File: src/rtl/seq_divider_if.sv
// Handshake/result bundle for seq_divider.
// master: the requester driving start and operands; slave: the divider.
interface seq_divider_if #(
  parameter int WIDTH = 8
);
  logic             start;
  logic [WIDTH-1:0] dividend;
  logic [WIDTH-1:0] divisor;
  logic             busy;
  logic             done;
  logic [WIDTH-1:0] quotient;
  logic [WIDTH-1:0] remainder;
  logic             div_by_zero;

  modport master (
    output start, dividend, divisor,
    input  busy, done, quotient, remainder, div_by_zero
  );

  modport slave (
    input  start, dividend, divisor,
    output busy, done, quotient, remainder, div_by_zero
  );
endinterface

File: src/rtl/seq_divider.sv
// Sequential restoring divider: one shift-subtract step per clock over WIDTH
// clocks, IDLE -> RUN -> DONE, with a one-cycle done pulse and held results.
// Divide by zero bypasses the iterations and reports all-ones / dividend.
// Optional build macro SEQ_DIVIDER_SIGNED_EN: two's complement operands,
// truncating division; magnitudes are divided and signs restored on entry
// to DONE, so latency is identical in both builds.
module seq_divider #(
  parameter int WIDTH = 8
) (
  input  logic         clk,
  input  logic         rst_n,
  seq_divider_if.slave bus
);

  localparam int CNT_W = $clog2(WIDTH + 1);

  typedef enum logic [1:0] {IDLE, RUN, DONE} state_t;

  state_t           state_reg;
  logic [CNT_W-1:0] count_reg;
  logic [WIDTH-1:0] rem_acc_reg;   // partial remainder
  logic [WIDTH-1:0] q_acc_reg;     // dividend bits shift out, quotient bits shift in
  logic [WIDTH-1:0] dvs_reg;       // divisor magnitude
  logic             dz_reg;        // sampled divisor was zero
  logic             busy_reg;
  logic             done_reg;
  logic [WIDTH-1:0] quotient_reg;
  logic [WIDTH-1:0] remainder_reg;
  logic             div_by_zero_reg;

  // One restoring step: shift in the next dividend bit, trial-subtract.
  // The partial remainder stays below the divisor, so the borrow bit of
  // the (WIDTH+1)-bit difference alone decides whether the subtract fits.
  logic [WIDTH:0] shifted;
  logic [WIDTH:0] diff;
  assign shifted = {rem_acc_reg, q_acc_reg[WIDTH-1]};
  assign diff    = shifted - {1'b0, dvs_reg};

  // Operand magnitudes at acceptance and sign-corrected results at DONE.
  logic [WIDTH-1:0] mag_a;
  logic [WIDTH-1:0] mag_b;
  logic [WIDTH-1:0] res_q;
  logic [WIDTH-1:0] res_r;
  logic [WIDTH-1:0] dz_r;

`ifdef SEQ_DIVIDER_SIGNED_EN
  logic neg_a_reg;
  logic neg_b_reg;
  // Negating the most-negative value yields itself, which read as unsigned
  // is the correct magnitude; that also makes MIN / -1 fall out as MIN.
  assign mag_a = bus.dividend[WIDTH-1] ? (WIDTH'(0) - bus.dividend) : bus.dividend;
  assign mag_b = bus.divisor[WIDTH-1]  ? (WIDTH'(0) - bus.divisor)  : bus.divisor;
  assign res_q = (neg_a_reg ^ neg_b_reg) ? (WIDTH'(0) - q_acc_reg) : q_acc_reg;
  assign res_r = neg_a_reg ? (WIDTH'(0) - rem_acc_reg) : rem_acc_reg;
  // On divide by zero q_acc_reg still holds the dividend magnitude.
  assign dz_r  = neg_a_reg ? (WIDTH'(0) - q_acc_reg) : q_acc_reg;

  // Operand signs captured with the operands.
  always_ff @(posedge clk or negedge rst_n) begin
    if (!rst_n) begin
      neg_a_reg <= 1'b0;
      neg_b_reg <= 1'b0;
    end else if ((state_reg != RUN) && bus.start) begin
      neg_a_reg <= bus.dividend[WIDTH-1];
      neg_b_reg <= bus.divisor[WIDTH-1];
    end
  end
`else
  assign mag_a = bus.dividend;
  assign mag_b = bus.divisor;
  assign res_q = q_acc_reg;
  assign res_r = rem_acc_reg;
  assign dz_r  = q_acc_reg;
`endif

  // Control FSM with registered status and result outputs.
  always_ff @(posedge clk or negedge rst_n) begin
    if (!rst_n) begin
      state_reg       <= IDLE;
      count_reg       <= '0;
      rem_acc_reg     <= '0;
      q_acc_reg       <= '0;
      dvs_reg         <= '0;
      dz_reg          <= 1'b0;
      busy_reg        <= 1'b0;
      done_reg        <= 1'b0;
      quotient_reg    <= '0;
      remainder_reg   <= '0;
      div_by_zero_reg <= 1'b0;
    end else begin
      case (state_reg)
        RUN: begin
          if (dz_reg || (count_reg == '0)) begin
            state_reg       <= DONE;
            busy_reg        <= 1'b0;
            done_reg        <= 1'b1;
            div_by_zero_reg <= dz_reg;
            quotient_reg    <= dz_reg ? '1 : res_q;
            remainder_reg   <= dz_reg ? dz_r : res_r;
          end else begin
            count_reg   <= count_reg - 1'b1;
            q_acc_reg   <= {q_acc_reg[WIDTH-2:0], ~diff[WIDTH]};
            rem_acc_reg <= diff[WIDTH] ? shifted[WIDTH-1:0] : diff[WIDTH-1:0];
          end
        end
        default: begin  // IDLE and DONE both accept a new request
          done_reg <= 1'b0;
          if (bus.start) begin
            state_reg   <= RUN;
            busy_reg    <= 1'b1;
            count_reg   <= CNT_W'(WIDTH);
            q_acc_reg   <= mag_a;
            dvs_reg     <= mag_b;
            rem_acc_reg <= '0;
            dz_reg      <= (bus.divisor == '0);
          end else begin
            state_reg <= IDLE;
            busy_reg  <= 1'b0;
          end
        end
      endcase
    end
  end

  assign bus.busy        = busy_reg;
  assign bus.done        = done_reg;
  assign bus.quotient    = quotient_reg;
  assign bus.remainder   = remainder_reg;
  assign bus.div_by_zero = div_by_zero_reg;

endmodule

File: src/flat_wrapper.sv
// flat-port wrapper written by rule: the top's interface ports become plain ports
module seq_divider_flat 
#(
  parameter int WIDTH = 8
)
  (clk, rst_n, bus_start, bus_dividend, bus_divisor, bus_busy, bus_done, bus_quotient, bus_remainder, bus_div_by_zero);
  seq_divider_if #(.WIDTH(WIDTH)) bus_i ();
  input  logic clk;
  input  logic rst_n;
  input wire logic [$bits(bus_i.start)-1:0] bus_start;
  input wire logic [$bits(bus_i.dividend)-1:0] bus_dividend;
  input wire logic [$bits(bus_i.divisor)-1:0] bus_divisor;
  output wire logic [$bits(bus_i.busy)-1:0] bus_busy;
  output wire logic [$bits(bus_i.done)-1:0] bus_done;
  output wire logic [$bits(bus_i.quotient)-1:0] bus_quotient;
  output wire logic [$bits(bus_i.remainder)-1:0] bus_remainder;
  output wire logic [$bits(bus_i.div_by_zero)-1:0] bus_div_by_zero;
  assign bus_i.start = bus_start;
  assign bus_i.dividend = bus_dividend;
  assign bus_i.divisor = bus_divisor;
  assign bus_busy = bus_i.busy;
  assign bus_done = bus_i.done;
  assign bus_quotient = bus_i.quotient;
  assign bus_remainder = bus_i.remainder;
  assign bus_div_by_zero = bus_i.div_by_zero;
  seq_divider #(.WIDTH(WIDTH)) u_core (.clk(clk), .rst_n(rst_n), .bus(bus_i));
endmodule
File: config.mk
export PLATFORM = sky130hd
export DESIGN_NAME = seq_divider_flat
export DESIGN_NICKNAME = d
export VERILOG_FILES = /design/src/rtl/seq_divider_if.sv /design/src/rtl/seq_divider.sv /design/src/flat_wrapper.sv
export SDC_FILE = /design/constraint.sdc
export NUM_CORES = 1
export LEC_CHECK = 0
export BUFFER_PORTS_ARGS = -buffer_cell sky130_fd_sc_hd__buf_2
export CAP_MARGIN = 20
export CORE_MARGIN = 2
export CORE_UTILIZATION = 50
export CTS_CLUSTER_DIAMETER = 100
export CTS_CLUSTER_SIZE = 40
export DETAILED_ROUTE_END_ITERATION = 7
export PLACE_DENSITY = 0.74
export SLEW_MARGIN = 10
export SYNTH_ARGS = -nofsm -noshare
export SYNTH_HDL_FRONTEND = slang
export SYNTH_SLANG_ARGS = --single-unit
File: constraint.sdc
create_clock -name clk -period 5.5 [get_ports clk]
set_input_delay 1.1 -clock clk [delete_from_list [all_inputs] [get_ports clk]]
set_output_delay 1.1 -clock clk [all_outputs]
set_load 0.01 [all_outputs]
Word-level counts from Yosys, hierarchy flattened --
Cells that the tools add are included.
Word-level totals: bits in registers 50, latch bits 0, memory bits (writable) 0, memory bits (read-only) 0, input port bits 19, output and inout port bits 19, memories kept 0
Operators by class: $add $sub $neg 2, multipliers 0, div/mod/pow operators 0, $lt $le $gt $ge 0, eq/ne operators 3, shift-type cells 0, mux-type cells 20, bitwise logic cells 2, reduce and logical (&&, ||, !) cells 7
Operators with widths (number):
- $mux W8 | 9
- $mux W4 | 3
- $sub A9 B8 Y9 | 1
- $logic_not A8 Y1 | 1
- $mux W1 | 6
- $reduce_and A2 Y1 | 3
- $logic_not A4 Y1 | 1
- $mux W2 | 2
- $sub A4 B1 Y4 const B | 1
- $eq A2 B1 Y1 const B | 1
- $ne A2 B1 Y1 const B | 1
- $ne A2 B2 Y1 const B | 1
- $not A1 Y1 | 2
- $reduce_bool A2 Y1 | 1
- $logic_or A1 B1 Y1 | 1

Depth between registers and ports, before layout --
Gate-level depths: netlist of run 1.
depth after elaboration 4, mapped depth 11, mapped depth without buffers 10

Worst setup path before layout of run 1 --
No wires, ideal clock.
path kind register to register, start register u_core.q_acc_reg[7] (netlist: u_core.dz_r[7]), end register u_core.rem_acc_reg[3], library setup time 0.131 ns, arrival time 2.462 ns, path slack 2.908 ns, cell stages (with the launch flop) 12, path buffers 1, clock period less this slack 2.592 ns, cell sequence dfrtp_1 inv_1 ha_1 inv_1 fa_1 a211oi_1 nor3_2 mux2i_1 a2111oi_4 buf_6 mux2i_1 o21ai_1
Between the ends: cells in the longest elaborated chain, start to end 4
RTL lines:
- start, declared | RTL line seq_divider.sv:22 | logic [WIDTH-1:0] q_acc_reg;
- start signal, assigned | RTL line seq_divider.sv:102 | q_acc_reg <= {q_acc_reg[WIDTH-2:0], ~diff[WIDTH]};
- start signal, assigned | RTL line seq_divider.sv:112 | q_acc_reg <= mag_a;
- $sub A9 B8 Y9 | RTL line seq_divider.sv:37 | assign diff = shifted - {1'b0, dvs_reg};
- $mux W8 | RTL line seq_divider.sv:103 | rem_acc_reg <= diff[WIDTH] ? shifted[WIDTH-1:0] : diff[WIDTH-1:0];
- $mux W8 | RTL line seq_divider.sv:93 | if (dz_reg || (count_reg == '0)) begin
- $mux W8 | RTL line seq_divider.sv:91 | case (state_reg)
- end signal, assigned | RTL line seq_divider.sv:103
- end, declared | RTL line seq_divider.sv:21 | logic [WIDTH-1:0] rem_acc_reg;
No other way between the ends. The select of a mux whose other input is x is not followed. A chain may end at the register's enable or synchronous reset.

Final worst setup path of run 1 --
start register u_core.q_acc_reg[7] (netlist: u_core.dz_r[7]), end register u_core.rem_acc_reg[4]
The elaborated chain is that of the path after synthesis.

==> qor.yml, run 1 <==
grt-ovfl-total: 0
path_max_fanout: 12
wl_per_cell_um: 13.9
multi_input_area_um2: 1130
drtIter0Drc: 133
initial_core_util_pct: 51.7
nNetsFinal: 294
syn_avg_cell_area_um2: 10.7
gp_congestion: 0.777
fmax_mhz: 329
synth_edf_count: 0
worstReg2RegEnd: "u_core.rem_acc_reg[4]"
rows: 25
core_area_um2: 4720
die_w_um: 73.9
crit_required_ns: 5.67
drc: 0
ff_latch_area_um2: 1200
min_from: "u_core.bus.quotient[7]"
cp-start-kind: "flip-flop"
hold_violations: 0
synth_top_area_cell: "dfrtp_1"
crit_path_top_delay_cell: "a2111oi_4"
min_path_cells: 2
vias: 1761
seq_area_frac_synth_pct: 49.2
worstHoldEndpoint: "u_core.bus.quotient[7]"
ys_ff_latch: 48
syn_area_um2: 2440
worstMarginPinSlew_ns: 0.859
rsz0062_at_grt: "false"
synth_ff_type: "dfrtp_1"
synth_cell_types: 36
area_delta_synth_final_pct: 14.7
numPortBuffers: 37
syn-instance-count: 229
via_per_inst: 5.30
cts_num_sinks: 48
yosysMostFrequentCell: "dfrtp_1"
power_mw: 1.89
clockRootBuffer: "clkbuf_8"
drt.antenna.violating_nets: 0
grt_pass1_wl_um: 8000
fill_cells: 410
synth.yosys.warnings: 0
fin_tns_setup_ns: 0
regToRegSetupSlack_ns: 2.46
irDropWorstVdd_uv: 318
worstPathCellList: "inv_1 -> ha_1 -> inv_1 -> fa_1 -> a211oi_1 -> nor3_2 -> mux2i_1 -> a2111oi_4 -> mux2i_1 -> o21ai_1"
hpwl_um: 3390
clock_latency_ns: 0.30
clkTransAtPathRegs_ns: 0.08
grt_max_degree: 49
startpoint: "u_core.dz_r[7]"
utilization_pct: 59.3
cts.path.max_buffers: 2
cts_tree: "built"
max_stage_delay_ns: 0.81
yosys-top-cells-area: "dfrtp_1, mux2i_1, ha_1"
slew_viol_final: 0
worstReg2RegStart: "u_core.dz_r[7]"
die_area_um2: 5460
fin_skew_ns: 0.00672
first_global_vias: 1669
dr.pass1.iters: 4
syn-num-nets: 259
min_path_type: "flip-flop to flip-flop"
maxSlewHeadroom_pct: 42.7
p_leak_nw: 1.34
worstSetupPathType: "flip-flop to flip-flop"
outcome: "finished, final reports clean"
antenna_found_initial: 0
cts_resized: 0
finalCritPeriodShare_pct: 55.3
cts_made_buffers: 5
reg2reg_depth: 10
cellPowerDensity_nw_per_um2: 676
io_pins: 38
drt-total-wl_um: 4630
period_minus_slack_ns: 3.04
cp.arrival_ns: 3.21
ctsHoldBuffers: 0
end_kind: "flip-flop"
dpl_cell_area_um2: 2670
yosysTopAreaCellShare_pct: 49.2
drive_above_1_share_pct: 21.9
cts_max_level: 2
grt.total_usage_pct: 19.3
n_antenna_cell: 0
design_area_um2: 2800
finalSetupViolCount: 0
synth_common_cells: "dfrtp_1, nand2_1, o21ai_0"
cap_violations: 0
cts_setup_buffers: 0
chipHeight_um: 73.9
synthArstFlopShare_pct: 100
cells by family (layout without fill, tap and decap cells):
kind of cell               count (synthesis)  count (layout)  share of synthesized area, %
xor gates and xnor gates                   8               8                          2.87
AOI/OAI and AO/OA                         57              57                          15.6
muxes                                     29              29                          12.3
and+or+nand+nor                           49              49                          9.63
adders and majority gates                 11              11                          5.94
buffers and inverters                     27              63                          4.46
DFF                                       48              48                          49.2
final cells by class:
type                            count  share of cell area, %
Inverter                           16                   2.14
Multi-Input combinational cell    154                   40.4
Clock inverter                      3                   1.52
Tap cell                           67                   2.99
Timing Repair Buffer               39                   7.59
Sequential cell                    48                   42.9
Clock buffer                        5                   2.46
routing by layer:
metal	global-route usage (%)	vias to the layer above	wire length [um]
li1	-	884	-
met3	4.12	7	217
met4	6.87	0	65
met2	30.3	45	2190
met5	0	-	0
met1	26.3	825	2160
where the power goes:
part / switching (mW) / internal [mW] / leakage, nW
Combinational: 0.546 / 0.443 / 0.687
Sequential: 0.127 / 0.526 / 0.597
Clock: 0.118 / 0.135 / 0.0541
Total: 0.791 / 1.10 / 1.34
critical path, delay by kind of cell (launching register included):
family          cells  cell delay (ns)
compound gates      3             1.23
fa+ha+maj           2             0.58
buf+inv             2             0.13
flops               1             0.43
mux                 2             0.45
simple gates        1             0.09
through the flow:
| stage | setup slack, ns | hold slack (ns) | cells |
|---|---|---|---|
| after floorplan | 2.91 | 0.479 | 229 |
| after global placement | 2.56 | 0.457 | 323 |
| after detailed placement | 2.49 | 0.468 | 323 |
| after CTS | 2.47 | 0.487 | 331 |
| after global routing | 2.24 | 0.515 | 332 |
| final | 2.46 | 0.481 | 332 |
layout by cell type (no fill, tap or decap), types with 3 or more instances in the layout:
cell type   n
a221o_1     7
o21ai_1     3
clkbuf_8    5
inv_1      16
ha_1       10
o21ai_0    25
a21oi_1     7
a21o_1      3
nand3_1     9
mux2_2      8
buf_2      37
mux2i_1    21
xor2_1      6
nor4_1      3
nand2_1    25
dfrtp_1    48
worst max path at each step:
stage                                 end  slack (ns)  cells after the start
floorplan           u_core.rem_acc_reg[3]        2.91                     11
global placement    u_core.rem_acc_reg[1]        2.56                     10
detailed placement  u_core.rem_acc_reg[4]        2.49                     10
CTS                 u_core.rem_acc_reg[4]        2.47                     10
global route        u_core.rem_acc_reg[4]        2.24                     10
finish              u_core.rem_acc_reg[4]        2.46                     10
Power figures use the tool's default switching activity.
==> run 2: changes to the inputs <==
- PLACE_DENSITY: 0.74 -> 0.76
- clock period: 5.5 -> 2.5 ns (I/O delays scaled with it)
==> qor.yml, run 2 (same netlist as run 1, synthesis figures left out) <==
outcome: "finished, final reports clean"
drtIter0Drc: 117
numPortBuffers: 37
slew_viol_final: 0
clockRootBuffer: "clkbuf_8"
final_cell_mix: "dfrtp_1, buf_2, nand2_1, o21ai_0, mux2i_1"
fmax_mhz: 422
die_w_um: 73.9
hold_violations: 0
dp_slack_ns: 0.0373
vias: 1819
die_area_um2: 5460
path_max_fanout: 6
area_delta_synth_final_pct: 16.5
fill_cells: 398
end_kind: "flip-flop"
drt.antenna.violating_nets: 0
finalCritPeriodShare_pct: 94.8
gr-usage-met1_pct: 27.0
finalSetupViolCount: 0
cp-start-kind: "flip-flop"
drt-total-wl_um: 4730
maxSlewHeadroom_pct: 55.0
cts_resized: 0
n_antenna_cell: 0
cts_num_sinks: 48
worstMarginPinSlew_ns: 0.669
via_per_inst: 5.37
gp_congestion: 0.773
grt_pass1_wl_um: 7950
ctsHoldBuffers: 0
cp.arrival_ns: 2.55
hold_ws_ns: 0.0563
utilization_pct: 60.3
first_global_vias: 1643
cts_max_level: 2
rsz0062_at_grt: "false"
nNetsFinal: 301
irDropWorstVdd_uv: 721
grt.busiest_layer: "met2"
wl_per_cell_um: 14.0
clockPowerShare_pct: 12.7
crit_required_ns: 2.68
fin_skew_ns: 0.00779
antenna_found_initial: 0
globalRouteMet2Util_pct: 29.8
final_common_cell: "dfrtp_1"
p_comb_share_pct: 54.2
dr.pass1.iters: 4
clkTransAtPathRegs_ns: 0.08
cellPowerDensity_nw_per_um2: 1520
cts.path.max_buffers: 2
worstSetupPathType: "flip-flop to flip-flop"
grt_max_degree: 39
rows: 25
grt-ovfl-total: 0
p_int_mw: 2.54
cts_tree: "built"
cts_setup_buffers: 0
switching_power_mw: 1.78
drc: 0
seq_power_share_pct: 33.2
switching_share_pct: 41.1
p_leak_nw: 1.37
use_met3_pct: 4.39
grt.total_usage_pct: 19.3
cts_made_buffers: 5
core_area_um2: 4720
clock_latency_ns: 0.30
drive_above_1_share_pct: 24.3
cap_violations: 0
initial_core_util_pct: 51.7
setup_ws_ns: 0.130
fin_tns_setup_ns: 0
chipHeight_um: 73.9
period_minus_slack_ns: 2.37
hpwl_um: 3490
min_path_type: "input pin to async pin"
io_pins: 38
run 2: metrics by stage:
| stage | instances | power (mW) | cell area, um2 |
|---|---|---|---|
| finish | 339 | 4.32 | 2850 |
| CTS | 338 | 4.28 | 2840 |
| global route | 339 | 4.73 | 2850 |
| floorplan | 229 | 3.16 | 2450 |
| global placement | 330 | 3.64 | 2730 |
| detailed placement | 330 | 3.71 | 2730 |
run 2: cell type report:
type | instances | area, um2 | area share (%)
clock buffer | 6 | 72.6 | 2.55
sequential | 48 | 1200 | 42.2
clock inverter | 2 | 35.0 | 1.23
tap | 67 | 83.8 | 2.95
inverter | 16 | 60.1 | 2.11
multi-input combinational | 154 | 1140 | 40.0
timing repair buffer | 46 | 254 | 8.92
run 2: routing by layer:
| metal | vias to the layer above | share of wire (%) | routed length, um |
|---|---|---|---|
| met1 | 858 | 49 | 2310 |
| li1 | 903 | - | - |
| met4 | 0 | 0.87 | 41 |
| met5 | - | 0 | 0 |
| met3 | 4 | 4.6 | 217 |
| met2 | 54 | 46 | 2170 |
run 2: worst max-delay path: stages (launching register included):
cell       delay (ns)
dfrtp_1          0.38
inv_1            0.05
ha_1             0.16
inv_1            0.06
fa_2             0.36
a211oi_2         0.27
nor3_2           0.09
mux2i_1          0.15
a2111oi_4        0.24
buf_6            0.19
mux2i_1          0.21
o21ai_1          0.09
run 2: worst paths after layout:
path | depth (start not counted) | startpoint | end | slack (ns)
setup / recovery | 11 | u_core.dz_r[7] | u_core.rem_acc_reg[4] | 0.13
min in group clk | 2 | bus_start | u_core.count_reg[2] | 0.40
hold / removal | 1 | rst_n | u_core.bus.div_by_zero | 0.06
max in group asynchronous | 2 | rst_n | u_core.dvs_reg[3] | 1.69
setup reg to reg | 11 | u_core.dz_r[7] | u_core.rem_acc_reg[4] | 0.13
hold reg to reg | 2 | u_core.bus.remainder[3] | u_core.bus.remainder[3] | 0.48
run 2: power by group through the flow:
stage / Clock, mW / Sequential (mW) / Combinational (mW)
floorplan: 0 / 1.45 / 1.71
global placement: 0 / 1.43 / 2.21
detailed placement: 0 / 1.44 / 2.27
CTS: 0.562 / 1.43 / 2.29
global route: 0.593 / 1.48 / 2.66
finish: 0.546 / 1.43 / 2.34
